**src/rtl/pc_sequencer_pkg.sv**
```systemverilog
// Shared definitions for the 9-bit processor fetch side: halt encoding,
// branch-table index width and the sequencer state encoding.
package definitions;

  // Instruction word that stops execution.
  localparam logic [8:0] kHALT      = 9'h1FF;

  // Width of the branch-target table index (low bits of the instruction).
  localparam int         kLUT_IDX_W = 4;
  localparam int         kLUT_DEPTH = 1 << kLUT_IDX_W;

  typedef enum logic [1:0] {
    IDLE = 2'd0,
    RUN  = 2'd1,
    DONE = 2'd2
  } pc_state_t;

endpackage

```
**src/rtl/pc_sequencer_branch_lut.sv**
```systemverilog
// Branch-target table: 16 absolute addresses, one synchronous write port
// and one combinational read port, cleared asynchronously by Reset.
// A same-cycle write and read of one entry returns the old contents.
module branch_lut
  import definitions::*;
#(
  parameter int PC_W = 10
) (
  input  logic                  Clk,
  input  logic                  Reset,
  input  logic                  we,
  input  logic [kLUT_IDX_W-1:0] widx,
  input  logic [PC_W-1:0]       wdata,
  input  logic [kLUT_IDX_W-1:0] ridx,
  output logic [PC_W-1:0]       rdata
);

  logic [PC_W-1:0] entry_val [kLUT_DEPTH];

  genvar gi;
  generate
    for (gi = 0; gi < kLUT_DEPTH; gi++) begin : g_entry
      logic [PC_W-1:0] entry_reg;
      logic            wsel;

      assign wsel = we && (widx == kLUT_IDX_W'(gi));

      // Each entry loads on a matching write and clears on reset.
      always_ff @(posedge Clk or posedge Reset) begin
        if (Reset) begin
          entry_reg <= '0;
        end else if (wsel) begin
          entry_reg <= wdata;
        end
      end

      assign entry_val[gi] = entry_reg;
    end
  endgenerate

  // Read is a plain mux of the registered entries, so a write in the
  // same cycle is not seen until the following cycle.
  assign rdata = entry_val[ridx];

endmodule

```
**src/rtl/pc_sequencer.sv**
```systemverilog
// Fetch-side sequencer: owns the program counter, runs the Start/Done
// handshake, resolves taken branches through the target table and stops
// on the halt instruction. All outputs are registered.
module pc_sequencer
  import definitions::*;
#(
  parameter int              PC_W       = 10,
  parameter logic [PC_W-1:0] START_ADDR = '0,
  parameter int              CNT_W      = 16
) (
  input  logic             Clk,
  input  logic             Reset,
  input  logic             Start,
  input  logic [8:0]       Instruction,
  input  logic             branch_en,
  input  logic             stall,
  input  logic             cfg_we,
  input  logic [3:0]       cfg_idx,
  input  logic [PC_W-1:0]  cfg_target,
  output logic [PC_W-1:0]  PC,
  output logic             busy,
  output logic             Done,
  output logic [CNT_W-1:0] cycle_count
);

  pc_state_t       state_reg;
  logic [PC_W-1:0] lut_target;
  logic            is_halt;

  assign is_halt = (Instruction == kHALT);

  branch_lut #(
    .PC_W (PC_W)
  ) u_branch_lut (
    .Clk   (Clk),
    .Reset (Reset),
    .we    (cfg_we),
    .widx  (cfg_idx),
    .wdata (cfg_target),
    .ridx  (Instruction[kLUT_IDX_W-1:0]),
    .rdata (lut_target)
  );

  // Sequencer FSM with PC, status flags and saturating RUN-cycle counter.
  always_ff @(posedge Clk or posedge Reset) begin
    if (Reset) begin
      state_reg   <= IDLE;
      PC          <= '0;
      busy        <= 1'b0;
      Done        <= 1'b0;
      cycle_count <= '0;
    end else begin
      case (state_reg)
        IDLE, DONE: begin
          // Restart from DONE is identical to a start from IDLE.
          if (Start) begin
            state_reg   <= RUN;
            PC          <= START_ADDR;
            cycle_count <= '0;
            busy        <= 1'b1;
            Done        <= 1'b0;
          end
        end
        RUN: begin
          // Every RUN cycle counts, including stalls and the halt cycle.
          if (cycle_count != {CNT_W{1'b1}}) begin
            cycle_count <= cycle_count + CNT_W'(1);
          end
          // A stall freezes PC and masks halt/branch evaluation.
          if (!stall) begin
            if (is_halt) begin
              state_reg <= DONE;
              busy      <= 1'b0;
              Done      <= 1'b1;
            end else if (branch_en) begin
              PC <= lut_target;
            end else begin
              PC <= PC + PC_W'(1);
            end
          end
        end
        default: begin
          state_reg <= IDLE;
          busy      <= 1'b0;
          Done      <= 1'b0;
        end
      endcase
    end
  end

endmodule

```
**config.mk**
```make
export PLATFORM = sky130hd
export DESIGN_NAME = pc_sequencer
export DESIGN_NICKNAME = d
export VERILOG_FILES = /design/src/rtl/pc_sequencer_pkg.sv /design/src/rtl/pc_sequencer_branch_lut.sv /design/src/rtl/pc_sequencer.sv
export SDC_FILE = /design/constraint.sdc
export NUM_CORES = 1
export LEC_CHECK = 0
export ABC_AREA = 1
export BUFFER_PORTS_ARGS = -buffer_cell sky130_fd_sc_hd__clkbuf_2
export CORE_ASPECT_RATIO = 0.5
export CORE_MARGIN = 2
export CORE_UTILIZATION = 35
export DETAILED_ROUTE_END_ITERATION = 10
export GPL_ROUTABILITY_DRIVEN = 0
export HOLD_SLACK_MARGIN = 0.15
export SLEW_MARGIN = 20
export SYNTH_ARGS = -nofsm -noshare
export SYNTH_HDL_FRONTEND = slang
export SYNTH_SLANG_ARGS = --single-unit
export TNS_END_PERCENT = 20
```
**constraint.sdc**
```tcl
create_clock -name Clk -period 6.7 [get_ports Clk]
set_input_delay 0.67 -clock Clk [delete_from_list [all_inputs] [get_ports Clk]]
set_output_delay 0.67 -clock Clk [all_outputs]
set_load 0.02 [all_outputs]
```
# [After elaboration in Yosys (flattened, before gate mapping)]
# Index checks and enable logic that the tools add are counted.
[op_classes] bitwise_logic=1 n_mux=23 n_eq_ne=24 n_lt_le_gt_ge=1 n_reduce_logical=23 addsub=2
[op_table] cell="$mux 10" n=6
[op_table] cell="$bmux 10 s4" n=1
[op_table] cell="$eq 4x4->1 const B" n=8
[op_table] cell="$mux 16" n=2
[op_table] cell="$pmux 16 s2" n=1
[op_table] cell="$pmux 10 s2" n=1
[op_table] cell="$add 16x1->16 const B" n=1
[op_table] cell="$eq 4x3->1 const B" n=4
[op_table] cell="$logic_and 1x1->1" n=16
[op_table] cell="$ne 16x16->1 const B" n=1
[op_table] cell="$add 10x1->10 const B" n=1
[op_table] cell="$ne 2x2->1 const B" n=5
[op_table] cell="$eq 9x9->1 const B" n=1
[op_table] cell="$eq 4x2->1 const B" n=2
[op_table] cell="$mux 1" n=6
[op_table] cell="$mux 2" n=3
[op_table] cell="$reduce_and 3->1" n=2
[op_table] cell="$ge 5x5->1 const B" n=1
[op_table] cell="$not 4->5" n=1
[op_table] cell="$eq 4x1->1 const B" n=1
[op_table] cell="$logic_not 4->1" n=1
[op_table] cell="$pmux 1 s2" n=2
[op_table] cell="$pmux 2 s2" n=1
[op_table] cell="$reduce_and 4->1" n=1
[op_table] cell="other kinds (5)" n=5
[word_totals] elab_cells=95 ff_bits=190 input_bits=29 output_inout_bits=28

# [Depth between registers and ports, before layout]
[logic_depth] word_depth=8 depth_mapped=11 depth_no_buf=9

# [Modules after synthesis]
# From an unflattened synthesis, not the netlist that was laid out.
[hier_totals] cells_unflattened=1327 hier_area_um2=9661.8
[by_module_without_submodules] mod="branch_lut" area_per_inst_um2=7815.0 cells_per_inst=1052 seq_area_each_um2=4003.8 instances=1
[by_module_without_submodules] mod="pc_sequencer" area_per_inst_um2=1846.8 cells_per_inst=275 seq_area_each_um2=700.7 instances=1

# [Least setup slack after synthesis]
# Ideal clock, no wire load.
[synth_timing] path_type="register -> register" startpoint="reg cycle_count[0]" endpoint="reg cycle_count[0]" setup_time_ps=96 t_required_ps=6604 slack_ps=5061 path_stages_with_launch=9 n_path_buf=1 arrival_ps=1544 synth_period_minus_slack_ps=1639 cell_sequence="dfrtp_1 ha_1 nand3_2 nor2_4 nand3_2 o21bai_4 buf_6 nand2_1 o31ai_1"
[synth_via] elab_chain_cells=3 elab_cells_between_ends=6 cone_classes="add/sub: 1; eq/ne: 2; mux: 2; reduce/logical: 1"
[synth_lines] element="start, declared" line_no="pc_sequencer.sv:23" text="output logic [CNT_W-1:0] cycle_count"
[synth_lines] element="start signal, assigned" line_no="pc_sequencer.sv:67" text="cycle_count <= cycle_count + CNT_W'(1);"
[synth_lines] element="$add 16x1->16 / $ne 16x16->1 (equally long branches)" line_no="pc_sequencer.sv:67, pc_sequencer.sv:66"
[synth_lines] element="$mux 16 / $ne 2x2->1 (equally long branches)"
[synth_lines] element="$pmux 16 s2 / $reduce_and 3->1 (equally long branches)"
# Several ways; a longest one is shown, not always the timed one. The select of a mux whose other input is x is not followed.
# A chain may end at the register's enable or synchronous reset.

# [Final worst setup path]
[layout_timing] startpoint="in Instruction[0]" endpoint="reg PC[4]"
[layout_via] elab_chain_cells=8 elab_cells_between_ends=11 cone_classes="eq/ne: 2; mux: 7; bitwise: 1; reduce/logical: 1"
[layout_lines] element="start, declared" line_no="pc_sequencer.sv:14" text="input logic [8:0] Instruction,"
[layout_lines] element="$not 4->5 (implied by the code)" line_no="pc_sequencer_branch_lut.sv:43" text="assign rdata = entry_val[ridx];"
[layout_lines] element="$bmux 10 s4" line_no="pc_sequencer_branch_lut.sv:43"
[layout_lines] element="$mux 10 (implied by the code) (2 in series)" line_no="pc_sequencer_branch_lut.sv:43"
[layout_lines] element="$mux 10" line_no="pc_sequencer.sv:75" text="end else if (branch_en) begin"
[layout_lines] element="$mux 10" line_no="pc_sequencer.sv:71" text="if (is_halt) begin"
[layout_lines] element="$mux 10" line_no="pc_sequencer.sv:70" text="if (!stall) begin"
[layout_lines] element="$pmux 10 s2" line_no="pc_sequencer.sv:53" text="case (state_reg)"
[layout_lines] element="end signal, assigned" line_no="pc_sequencer.sv:76" text="PC <= lut_target;"
[layout_lines] element="end signal, assigned" line_no="pc_sequencer.sv:78" text="PC <= PC + PC_W'(1);"
[layout_lines] element="end, declared" line_no="pc_sequencer.sv:20" text="output logic [PC_W-1:0] PC,"
# Several ways; a longest one is shown, not always the timed one. The select of a mux whose other input is x is not followed.

==> tab_implementation.tex <==
\begin{tabular}{lr}
\hline
Metric & Value \\
\hline
\multicolumn{2}{l}{\textbf{Setup path}} \\
\quad Worst path buffer plus inverter count & 3 \\
\quad Startpoint-to-endpoint class of the critical path & in -> reg \\
\quad Critical path fanouts, max & between 90 and 100 \\
\quad Max incr delay on CP & around 0.74 ns \\
\quad Max stage delay cell, worst path & sky130\_fd\_sc\_hd\_\_buf\_4 \\
\quad Kind of capture point of the worst setup path & register \\
\quad Crit path required time & $\sim$7 ns \\
\quad Crit path max-delay family & buffers and inverters \\
\quad Sequence of cells on the critical path & buf\_2 -> buf\_4 -> inv\_4 -> o21ai\_0 -> nand3\_1 -> nand2\_1 -> nand3\_1 -> nand2\_1 -> nand2\_1 \\
\quad Cell type with the highest occurrence count on the critical path & sky130\_fd\_sc\_hd\_\_nand2\_1 \\
\quad Data arrival time of the critical path & approximately 3.0 ns \\
\quad CP Launch Type & input port \\
\multicolumn{2}{l}{\textbf{Detailed routing}} \\
\quad Detailed Routing Iterations Pass 1 & 8 \\
\quad Ratio of routed vias to standard cells & about 5 \\
\quad Antenna-violating nets left & 0 \\
\quad Routed length per instance & 16.29 um \\
\quad Iter 0 DRT Violations & between 700 and 800 \\
\quad Total number of vias & roughly 8100 \\
\quad Total detailed-routing wirelength & approximately 26000 um \\
\quad Remaining design rule violation count & 0 \\
\multicolumn{2}{l}{\textbf{Run status}} \\
\quad Outcome & finished clean \\
\multicolumn{2}{l}{\textbf{GRT}} \\
\quad Global-route wire length before repair & 41610 um \\
\quad Number of antenna violations at the first check in global routing & 0 \\
\quad Via count of the first global-routing pass & 7663 \\
\quad Largest net degree at the start of global routing & 131 \\
\quad Global-route usage over all layers & 19.20\% \\
\quad Residual overflow from global routing & 0 \\
\multicolumn{2}{l}{\textbf{Yosys}} \\
\quad Mean post-synth cell area & 7.624 um\^{}2 \\
\quad Synthesized net count & 1251 \\
\quad Number of flops mapped to enable cells by yosys & 0 \\
\quad Top cell type by total area after synthesis & sky130\_fd\_sc\_hd\_\_dfrtp\_1 \\
\quad Share of Yosys cell area claimed by the top area cell type & between 50\% and 60\% \\
\quad Leading cell types by total area after synthesis & sky130\_fd\_sc\_hd\_\_dfrtp\_1 51\%, sky130\_fd\_sc\_hd\_\_nand2\_1 15\%, sky130\_fd\_sc\_hd\_\_o21ai\_0 9.1\% \\
\quad Flip-flop and latch count after synthesis & 189 \\
\quad Post-synthesis instance total & around 1200 \\
\quad Post-synthesis sequential area ratio & between 50\% and 60\% \\
\quad Combined area of all synthesized cells & 9301 um\^{}2 \\
\quad Count of yosys warnings during synthesis & 0 \\
\quad Async set-reset flop share out of synthesis & between 90\% and 100\% \\
\quad Top flip-flop cell by instance count after synthesis & sky130\_fd\_sc\_hd\_\_dfrtp\_1 \\
\quad Synth cell types & 33 \\
\multicolumn{2}{l}{\textbf{Clocking}} \\
\quad Clock network latency to the later pin of the worst-skew pair & between 0.4 and 0.5 ns \\
\quad Clock-pin slew of the registers on the worst-case setup and hold paths & $\sim$0.07 ns \\
\quad Clock tree from TritonCTS & done \\
\quad Number of hold buffers added after CTS & 0 \\
\quad Inserted Clock Buffers & 17 \\
\quad Clock buffer depth & 2 \\
\quad Total number of clock tree sinks & roughly 190 \\
\quad Setup repair bufs after CTS & 0 \\
\quad Post\_cts resized & 0 \\
\quad H-tree level count & 4 \\
\quad Clock tree root buffer cell & sky130\_fd\_sc\_hd\_\_clkbuf\_16 \\
\multicolumn{2}{l}{\textbf{Floorplan}} \\
\quad Number of placement rows & 42 \\
\quad Die area & 27970 um\^{}2 \\
\quad Initial core utilization & 35.40\% \\
\quad Core Footprint & $\sim$26000 um\^{}2 \\
\quad DIE HEIGHT & $\sim$120 um \\
\quad DIE WIDTH & 234.5 um \\
\quad Top-level port count & 57 \\
\multicolumn{2}{l}{\textbf{Placement}} \\
\quad Hpwl dp & approximately 17000 um \\
\quad Setup slack after placement & 3.644 ns \\
\quad Number of buffers added on ports & 56 \\
\quad Placed instance area & 9736 um\^{}2 \\
\multicolumn{2}{l}{\textbf{Final layout}} \\
\quad Utilization after layout & $\sim$39\% \\
\quad Signed area change from the synthesized netlist to the final layout & 10.91\% \\
\quad Net count reported at finish & 1258 \\
\quad Fraction of final layout cells sized beyond drive strength 1 & approximately 9.8\% \\
\quad Commonest non-fill, non-tap cells in the layout & 383 x sky130\_fd\_sc\_hd\_\_nand2\_1, 189 x sky130\_fd\_sc\_hd\_\_dfrtp\_1, 170 x sky130\_fd\_sc\_hd\_\_o21ai\_0, 106 x sky130\_fd\_sc\_hd\_\_nand3\_1, 96 x sky130\_fd\_sc\_hd\_\_nor2\_1 \\
\quad Leading cell type in the layout, fill and taps excluded & sky130\_fd\_sc\_hd\_\_nand2\_1 \\
\quad Post-route cell area & slightly above 10000 um\^{}2 \\
\quad Number of flip-flops in the largest register & 160 \\
\quad Count of antenna diodes in the layout & 0 \\
\quad Number of filler cells placed in the layout & 2693 \\
\multicolumn{2}{l}{\textbf{STA}} \\
\quad Pin slew with the least headroom to its limit & approximately 1.0 ns \\
\quad Endpoints failing hold & 0 \\
\quad Worst clock skew & about 0.011 ns \\
\quad Post-layout minimum cycle time & 2.674 ns \\
\quad Summed negative setup slack over all endpoints & 0 ns \\
\quad Number of setup violations in the final report & 0 \\
\quad Period utilization & between 30\% and 40\% \\
\quad Fmax achieved & around 370 MHz \\
\quad Setup repair after global routing missed its margin & false \\
\quad Max Transition Viols Final & 0 \\
\quad Worst max-slew margin expressed relative to the limit & 31.59\% \\
\quad Slack of the critical path & approximately 4 ns \\
\multicolumn{2}{l}{\textbf{Power}} \\
\quad Total power per unit cell area & around 320 nW/um\^{}2 \\
\quad Reported leakage power & about 5 nW \\
\quad Largest voltage drop on the vdd net & around 0.00017 V \\
\multicolumn{2}{l}{\textbf{Flow run}} \\
\quad Max-cap violations & 0 \\
\multicolumn{2}{l}{\textbf{Hold path}} \\
\quad Type of the worst min-delay path & in -> async \\
\hline
\end{tabular}
-- per-layer routing --
metal  vias up  GRT usage (%)  part of all wire (%)
met4         0          5.660                   1.7
li1       3924              -                     -
met3        37          4.047                   5.8
met5         -              0                     0
met2       223          29.72                    44
met1      3877          27.00                    48
-- final cells by class --
cell class | count | area [um^2] | area share (%)
flip-flops and latches | 189 | 4730 | 45.85
multi-input cells | 864 | 3881 | 37.62
clock buffers | 20 | 446.7 | 4.330
well taps | 352 | 440.4 | 4.269
inverters | 93 | 359.1 | 3.481
repair buffers | 62 | 325.3 | 3.153
clock inverters | 12 | 133.9 | 1.298
-- final timing paths --
| path | start | to | slack [ns] | depth (start not counted) |
|---|---|---|---|---|
| worst max register to register | state_reg[1]$_DFFE_PP0P_ | PC[7]$_DFFE_PP0P_ | 4.66 | 7 |
| worst min-delay path | Reset | cycle_count[7]$_DFFE_PP0P_ | 0.38 | 2 |
| min in group Clk | cfg_target[8] | u_branch_lut.g_entry[7].entry_reg[8]$_DFFE_PP0P_ | 0.48 | 3 |
| worst max-delay path | Instruction[0] | PC[4]$_DFFE_PP0P_ | 4.03 | 9 |
| worst min register to register | u_branch_lut.g_entry[9].entry_reg[4]$_DFFE_PP0P_ | u_branch_lut.g_entry[9].entry_reg[4]$_DFFE_PP0P_ | 0.48 | 2 |
| max in group asynchronous | Reset | u_branch_lut.g_entry[4].entry_reg[6]$_DFFE_PP0P_ | 5.00 | 3 |
-- Yosys cell counts, types with 2 or more instances --
cell type / n
sky130_fd_sc_hd__xor2_1: 8
sky130_fd_sc_hd__nand2_1: 383
sky130_fd_sc_hd__buf_2: 19
sky130_fd_sc_hd__o211ai_1: 2
sky130_fd_sc_hd__inv_2: 5
sky130_fd_sc_hd__nand3_1: 106
sky130_fd_sc_hd__nor2_1: 96
sky130_fd_sc_hd__nand4_1: 8
sky130_fd_sc_hd__dfrtp_1: 189
sky130_fd_sc_hd__inv_1: 87
sky130_fd_sc_hd__buf_4: 10
sky130_fd_sc_hd__o21bai_1: 2
sky130_fd_sc_hd__o21ai_2: 2
sky130_fd_sc_hd__clkbuf_1: 44
sky130_fd_sc_hd__a21oi_1: 52
sky130_fd_sc_hd__nor3_1: 5
sky130_fd_sc_hd__o21ai_0: 170
sky130_fd_sc_hd__o21ai_1: 5
sky130_fd_sc_hd__ha_1: 2
sky130_fd_sc_hd__or2_2: 5
sky130_fd_sc_hd__nand2_2: 3
sky130_fd_sc_hd__nor2_2: 4
sky130_fd_sc_hd__nand3_2: 2
sky130_fd_sc_hd__nor3_2: 2
-- where the power goes --
| group | switching (mW) | internal [mW] | total (mW) |
|---|---|---|---|
| clock | 0.467 | 0.564 | 1.03 |
| sequential | 0.172 | 1.38 | 1.55 |
| combinational | 0.474 | 0.240 | 0.714 |
-- per-stage QoR --
| stage | std cells | hold WS, ns | total power [mW] |
|---|---|---|---|
| floorplan | 1220 | 0.4451 | 2.050 |
| global placement | 1560 | 0.4620 | 2.260 |
| detailed placement | 1560 | 0.4689 | 2.281 |
| CTS | 1592 | 0.4651 | 3.312 |
| global route | 1592 | 0.4670 | 3.501 |
| finish | 1592 | 0.3783 | 3.298 |
-- cell families after synthesis --
| kind of cell | share of synthesized area (%) |
|---|---|
| compound gates | 13.16 |
| xor+xnor | 0.7533 |
| fa+ha+maj | 0.2690 |
| buf+inv | 7.479 |
| flops | 50.85 |
| simple gates | 27.50 |
No activity file was read; power rests on OpenSTA's default activity.
